[src/rtl/pc_pkg.sv]
// Shared types and default vectors for the fetch-stage PC generator.
package pc_pkg;

    typedef enum logic [1:0] {
        S_BOOT,
        S_HALT,
        S_RUN
    } pc_state_e;

    typedef enum logic [2:0] {
        SEL_TRAP,
        SEL_MRET,
        SEL_MISALIGN,
        SEL_REDIRECT,
        SEL_HOLD,
        SEL_SEQ
    } pc_sel_e;

    localparam int          DEF_XLEN      = 32;
    localparam logic [31:0] DEF_RESET_VEC = 32'h0000_0000;
    localparam logic [31:0] DEF_TRAP_VEC  = 32'h0000_0100;
    localparam int          DEF_INC       = 4;
    localparam int          DEF_CNT_W     = 32;

endpackage

[src/rtl/pc_next_sel.sv]
// Combinational next-PC priority selection for the PC generator.
module pc_next_sel
    import pc_pkg::*;
#(
    parameter int              XLEN     = DEF_XLEN,
    parameter logic [XLEN-1:0] TRAP_VEC = XLEN'(DEF_TRAP_VEC),
    parameter int              INC      = DEF_INC
) (
    input  logic            i_run,
    input  logic            i_halted,
    input  logic            i_stall,
    input  logic            i_trap,
    input  logic            i_mret,
    input  logic            i_redirect_valid,
    input  logic [XLEN-1:0] i_redirect_pc,
    input  logic [XLEN-1:0] i_pc,
    input  logic [XLEN-1:0] i_epc,
    output pc_sel_e         o_sel,
    output logic [XLEN-1:0] o_next_pc,
    output logic            o_misalign
);

    localparam logic [XLEN-1:0] ALIGN_MASK = XLEN'(INC - 1);

    logic tgt_misaligned;

    assign tgt_misaligned = (i_redirect_pc & ALIGN_MASK) != '0;

    always_comb begin
        o_sel      = SEL_HOLD;
        o_misalign = 1'b0;
        if (i_run) begin
            if (i_trap)
                o_sel = SEL_TRAP;
            else if (i_mret)
                o_sel = SEL_MRET;
            else if (i_redirect_valid && tgt_misaligned)
                o_sel = SEL_MISALIGN;
            else if (i_redirect_valid)
                o_sel = SEL_REDIRECT;
            else if (i_stall)
                o_sel = SEL_HOLD;
            else
                o_sel = SEL_SEQ;
            o_misalign = (o_sel == SEL_MISALIGN);
        end else if (i_halted && i_redirect_valid) begin
            // Debug set-PC: a bad target is flagged but never traps.
            if (tgt_misaligned)
                o_misalign = 1'b1;
            else
                o_sel = SEL_REDIRECT;
        end
    end

    always_comb begin
        o_next_pc = i_pc;
        unique case (o_sel)
            SEL_TRAP:     o_next_pc = TRAP_VEC;
            SEL_MISALIGN: o_next_pc = TRAP_VEC;
            SEL_MRET:     o_next_pc = i_epc;
            SEL_REDIRECT: o_next_pc = i_redirect_pc;
            SEL_SEQ:      o_next_pc = i_pc + XLEN'(INC);
            SEL_HOLD:     o_next_pc = i_pc;
            default:      o_next_pc = i_pc;
        endcase
    end

endmodule

[src/rtl/pc_gen_unit.sv]
// Fetch-stage program-counter generator: reset vector, redirects,
// trap entry/return, halt/resume control and a fetch counter.
module pc_gen_unit
    import pc_pkg::*;
#(
    parameter int              XLEN      = DEF_XLEN,
    parameter logic [XLEN-1:0] RESET_VEC = XLEN'(DEF_RESET_VEC),
    parameter logic [XLEN-1:0] TRAP_VEC  = XLEN'(DEF_TRAP_VEC),
    parameter int              INC       = DEF_INC,
    parameter int              CNT_W     = DEF_CNT_W
) (
    input  logic             i_clk,
    input  logic             i_rst,
    input  logic             i_stall,
    input  logic             i_redirect_valid,
    input  logic [XLEN-1:0]  i_redirect_pc,
    input  logic             i_trap,
    input  logic             i_mret,
    input  logic             i_halt,
    input  logic             i_resume,
    output logic [XLEN-1:0]  o_pc,
    output logic             o_valid,
    output logic [XLEN-1:0]  o_epc,
    output logic             o_trap_taken,
    output logic             o_misalign,
    output logic             o_halted,
    output logic [CNT_W-1:0] o_fetch_cnt
);

    pc_state_e        state_q, state_d;
    logic [XLEN-1:0]  pc_q, pc_d;
    logic [XLEN-1:0]  epc_q, epc_d;
    logic             valid_q, valid_d;
    logic             halted_q, halted_d;
    logic             trap_q, trap_d;
    logic             mis_q, mis_d;
    logic [CNT_W-1:0] cnt_q, cnt_d;

    pc_sel_e         sel;
    logic [XLEN-1:0] next_pc;
    logic            sel_misalign;
    logic            trap_entry;

    pc_next_sel #(
        .XLEN     (XLEN),
        .TRAP_VEC (TRAP_VEC),
        .INC      (INC)
    ) u_next_sel (
        .i_run            (state_q == S_RUN),
        .i_halted         (state_q == S_HALT),
        .i_stall          (i_stall),
        .i_trap           (i_trap),
        .i_mret           (i_mret),
        .i_redirect_valid (i_redirect_valid),
        .i_redirect_pc    (i_redirect_pc),
        .i_pc             (pc_q),
        .i_epc            (epc_q),
        .o_sel            (sel),
        .o_next_pc        (next_pc),
        .o_misalign       (sel_misalign)
    );

    assign trap_entry = (sel == SEL_TRAP) || (sel == SEL_MISALIGN);

    always_comb begin
        state_d = state_q;
        unique case (state_q)
            S_BOOT:  state_d = S_RUN;
            S_RUN:   if (i_halt) state_d = S_HALT;
            S_HALT:  if (i_resume) state_d = S_RUN;
            default: state_d = S_BOOT;
        endcase
        pc_d     = next_pc;
        epc_d    = trap_entry ? pc_q : epc_q;
        trap_d   = trap_entry;
        mis_d    = sel_misalign;
        valid_d  = (state_d == S_RUN);
        halted_d = (state_d == S_HALT);
        cnt_d    = cnt_q;
        if (valid_q && !i_stall)
            cnt_d = cnt_q + CNT_W'(1);
    end

    always_ff @(posedge i_clk) begin
        if (i_rst) begin
            state_q  <= S_BOOT;
            pc_q     <= RESET_VEC;
            epc_q    <= '0;
            valid_q  <= 1'b0;
            halted_q <= 1'b0;
            trap_q   <= 1'b0;
            mis_q    <= 1'b0;
            cnt_q    <= '0;
        end else begin
            state_q  <= state_d;
            pc_q     <= pc_d;
            epc_q    <= epc_d;
            valid_q  <= valid_d;
            halted_q <= halted_d;
            trap_q   <= trap_d;
            mis_q    <= mis_d;
            cnt_q    <= cnt_d;
        end
    end

    assign o_pc         = pc_q;
    assign o_epc        = epc_q;
    assign o_valid      = valid_q;
    assign o_halted     = halted_q;
    assign o_trap_taken = trap_q;
    assign o_misalign   = mis_q;
    assign o_fetch_cnt  = cnt_q;

endmodule

[config.mk]
export PLATFORM = sky130hd
export DESIGN_NAME = pc_gen_unit
export DESIGN_NICKNAME = d
export VERILOG_FILES = /design/src/rtl/pc_pkg.sv /design/src/rtl/pc_next_sel.sv /design/src/rtl/pc_gen_unit.sv
export SDC_FILE = /design/constraint.sdc
export NUM_CORES = 1
export LEC_CHECK = 0
export BUFFER_PORTS_ARGS = -buffer_cell sky130_fd_sc_hd__clkbuf_2
export CORE_ASPECT_RATIO = 2
export CORE_MARGIN = 2
export CORE_UTILIZATION = 56
export DETAILED_ROUTE_END_ITERATION = 10
export GPL_TIMING_DRIVEN = 0
export PLACE_DENSITY_LB_ADDON = 0.12
export REMOVE_ABC_BUFFERS = 1
export SLEW_MARGIN = 20
export SYNTH_ARGS = -nofsm -noshare
export SYNTH_HDL_FRONTEND = slang
export SYNTH_SLANG_ARGS = --single-unit
[constraint.sdc]
create_clock -name i_clk -period 5.61 [get_ports i_clk]
set_input_delay 0.561 -clock i_clk [delete_from_list [all_inputs] [get_ports i_clk]]
set_output_delay 0.561 -clock i_clk [all_outputs]
set_load 0.1 [all_outputs]
==> run_results.csv <==
group,metric,value,unit
status,outcome,"completed",
setup_path,cp_slowest_cell,"sky130_fd_sc_hd__o22a_1",
global_route,globalRouteTotalUtil,0.291,
flow_run,timing.max_cap.violations,0,
power,p_switching,425,µW
global_route,grt_max_degree,65,
floorplan,floorplan.initialDensity,0.573,
yosys,main_area_contributors_after_synthesis,"sky130_fd_sc_hd__dfxtp_1 42%, sky130_fd_sc_hd__nand2_1 7.1%, sky130_fd_sc_hd__a21oi_1 5.0%, sky130_fd_sc_hd__xor2_1 4.8%, sky130_fd_sc_hd__nor2_1 4.8%",
timing,worst_slew_margin_rel,0.457,
setup_path,critical_path.endpoint_type,"register",
hold_path,hold_start,"i_redirect_pc[3]",
yosys,yosys.area_share.xor_xnor,0.0753,
yosys,yosys.area.top_type_share,0.418,
power,ir_worst_vdd,0.193,mV
yosys,yosys_register_bits,102,
setup_path,r2r-start,"state_q[1]",
yosys,synth_edf_count,0,
timing,total_negative_setup_slacks,0,ns
yosys,postSynthAreaPerCell,8.16,µm²
clocking,cts-htree-levels,3,
power,comb_power_frac,0.112,
setup_path,cp_class,"in -> reg",
setup_path,crit_path_start,"i_trap",
clocking,clkLatencyLatePin,0.35,ns
clocking,path_clk_slew,0.07,ns
yosys,synth_area_leader_cell,"sky130_fd_sc_hd__dfxtp_1",
clocking,cts_hold_buf,0,
setup_path,cp.arrival,2.61,ns
hold_path,hold_class,"in -> reg",
power,pwr_density_cell,278,nW/µm²
timing,tightestPinTransition,0.814,ns
yosys,adder_cell_share_of_the_synthesized_area,0.00512,
timing,rsz0062_at_grt,"false",
power,seq_power_share,0.450,
timing,clock-skew-final,0.00769,ns
yosys,yosys.cell_count.top_type,"sky130_fd_sc_hd__dfxtp_1",
timing,final-max-slew-violation-count,0,
yosys,synthesis.area,4890,µm²
power,proportion_of_power_drawn_by_the_clock_network,0.439,
setup_path,reg2reg_setup_slack,3.28,ns
routing,first_iter_violations,341,
cells_and_area,layout-area-overhead-vs-synth,22.4,%
routing,length_of_the_first_detailed_routing_pass_in_iterations,5,
timing,finalHoldViolations,0,
global_route,grt_pass1_wl,22400,µm
yosys,post_synth_mux_area_share,0.00922,
yosys,synth.top_cells.by_count,"102 x sky130_fd_sc_hd__dfxtp_1, 92 x sky130_fd_sc_hd__nand2_1, 62 x sky130_fd_sc_hd__nor2_1",
yosys,synth-main-ff-cell,"sky130_fd_sc_hd__dfxtp_1",
cells_and_area,design.final.nets,749,
floorplan,coreArea,8530,µm²
routing,ant_nets,0,
power,p_leak,0.00233,µW
floorplan,dieArea,9540,µm²
placement,hpwl,9750,µm
power,cellInternalPower,1240,µW
clocking,cts.repair.resized,0,
global_route,globalRoute.totalOverflow,0,
clocking,cts.sinks,102,
yosys,yosys.cell_types.count,57,
setup_path,critical_path_required,5.85,ns
setup_path,crit_path_start_kind,"input pin",
floorplan,pin_count,140,
cells_and_area,final.fill_count,740,
global_route,first_global_vias,4761,
yosys,area_share_of_and_or_nand_nor_cells_after_synthesis,0.260,
cells_and_area,post_route_cells_drive_above_1_share,0.236,
clocking,ctsLongestPathBuffers,2,
floorplan,die_width,70.1,µm
routing,drcViolationCount,0,
timing,finalWorstPathRequiredPeriod,2.37,ns
yosys,yosysWarnings,0,
setup_path,cp_cell_sequence,"clkbuf_2 -> nor3_1 -> o22a_1 -> mux2_4 -> a222oi_1 -> nor2_1",
routing,totalWireLength,14000,µm
routing,via_count_of_the_routed_design,4916,
yosys,synth_compound_gate_area_share,0.191,
global_route,grt_antenna_before_repair,0,
setup_path,critical_path.max_fanout,21,
timing,max_freq,421,MHz
timing,setup_viol_count_final,0,
clocking,tritoncts,"done",
placement,dp_slack,2.88,ns
power,power.share.switching,0.255,
floorplan,fp.dieH,136,µm
cells_and_area,final_standard_cell_utilization_of_the_core,0.702,
yosys,proportion_of_synthesized_chip_area_in_sequential_cells,0.418,
yosys,synth_top_family_by_area,"simple AND/OR/NAND/NOR gates",
power,total_power,1660,µW
timing,timing.final.ws_setup,3.24,ns
timing,final_period_utilization,0.423,
setup_path,timing.critical_path.slowest_cell_delay,0.76,ns
yosys,syn_inst,599,
cells_and_area,antenna-diode-count,0,
clocking,cts.repair_timing.setup_buffer_count,0,
floorplan,core.rowCount,48,
routing,avgViaCountPerCell,6.05,
clocking,clock-root-buffer,"sky130_fd_sc_hd__clkbuf_16",
placement,port_buffers,139,
clocking,tritoncts.num_buffers,9,
placement,gpl_congestion,0.871,
yosys,asyncSetResetFlopFracSynth,0,
routing,route.detailed.wl_per_inst,17.2,µm
[worst paths after layout]
kind	to	cells after the start
worst max-delay path	o_pc[3]	6
worst min-delay path	o_pc[3]	3
worst max register to register	o_pc[29]	5
worst min register to register	o_epc[12]	2
[placed cells by master, fill, tap and decap left out, types with 4 or more instances in the layout]
cell type and n:
sky130_fd_sc_hd__and3_1 10, sky130_fd_sc_hd__nand4_1 18, sky130_fd_sc_hd__and4_1 11, sky130_fd_sc_hd__nor2b_1 5, sky130_fd_sc_hd__nor2_1 60, sky130_fd_sc_hd__nand3_1 18
sky130_fd_sc_hd__and2_1 4, sky130_fd_sc_hd__dfxtp_1 102, sky130_fd_sc_hd__o21ai_0 7, sky130_fd_sc_hd__or4_1 4, sky130_fd_sc_hd__a21oi_1 49, sky130_fd_sc_hd__nor4_1 6
sky130_fd_sc_hd__xor2_1 27, sky130_fd_sc_hd__xnor2_1 15, sky130_fd_sc_hd__nor3_1 15, sky130_fd_sc_hd__a22oi_1 17, sky130_fd_sc_hd__nand2_1 92, sky130_fd_sc_hd__inv_1 6
sky130_fd_sc_hd__o22ai_1 11, sky130_fd_sc_hd__a222oi_1 11, sky130_fd_sc_hd__o32ai_1 8, sky130_fd_sc_hd__clkbuf_16 9, sky130_fd_sc_hd__o211ai_1 5, sky130_fd_sc_hd__clkbuf_2 138
sky130_fd_sc_hd__o31ai_1 4
[through the flow]
stage	area, µm²	instances	hold WS, ns
6_report	5980	812	0.447
3_5_place_dp	5630	796	0.462
3_3_place_gp	5530	793	0.455
5_1_grt	5980	812	0.456
2_1_floorplan	4700	554	0.550
4_1_cts	5980	812	0.452
[worst max-delay path, delay by kind of cell]
kind	cells	cell delay (ns)
AO/OA/AOI/OAI	2	1.05
AND/OR/NAND/NOR	2	0.46
multiplexers	1	0.35
buffers and inverters	1	0.19
[state kept, by name, indices dropped and copies added, names as in the netlist]
signal and count:
state_q 2, o_pc 32, o_halted 1, o_misalign 1, o_fetch_cnt 32, o_trap_taken 1
o_valid 1, o_epc 32
[routing by layer]
metal,global-route usage,part of all wire,vias to the layer above
li1,-,-,2383
met1,0.312,0.37,2340
met2,0.544,0.55,159
met3,0.0489,0.051,34
met4,0.138,0.027,0
met5,0,0,-
[power groups by stage]
| stage | registers, µW | logic [µW] | clock network (µW) |
|---|---|---|---|
| after floorplan | 824 | 55.0 | 0 |
| after global placement | 763 | 172 | 0 |
| after detailed placement | 764 | 185 | 0 |
| after CTS | 748 | 186 | 732 |
| after global routing | 750 | 197 | 756 |
| final | 748 | 186 | 730 |
[final cells by class]
class	instances	area [µm²]	area share
multi-input combinational	446	2680	0.448
sequential	102	2040	0.341
timing repair buffer	142	761	0.127
clock buffer	13	260	0.0435
tap	100	125	0.0209
clock inverter	3	90.1	0.0151
inverter	6	22.5	0.00376
[logic make-up (layout without fill, tap and decap cells)]
family,after synthesis,after routing
XOR/XNOR,42,42
flip-flops,102,102
buffers and inverters,51,164
AND/OR/NAND/NOR,260,260
adder cells (fa/ha/maj),2,2
multiplexers,4,4
AO/OA/AOI/OAI,138,138
(Power assumes the default switching activity.)
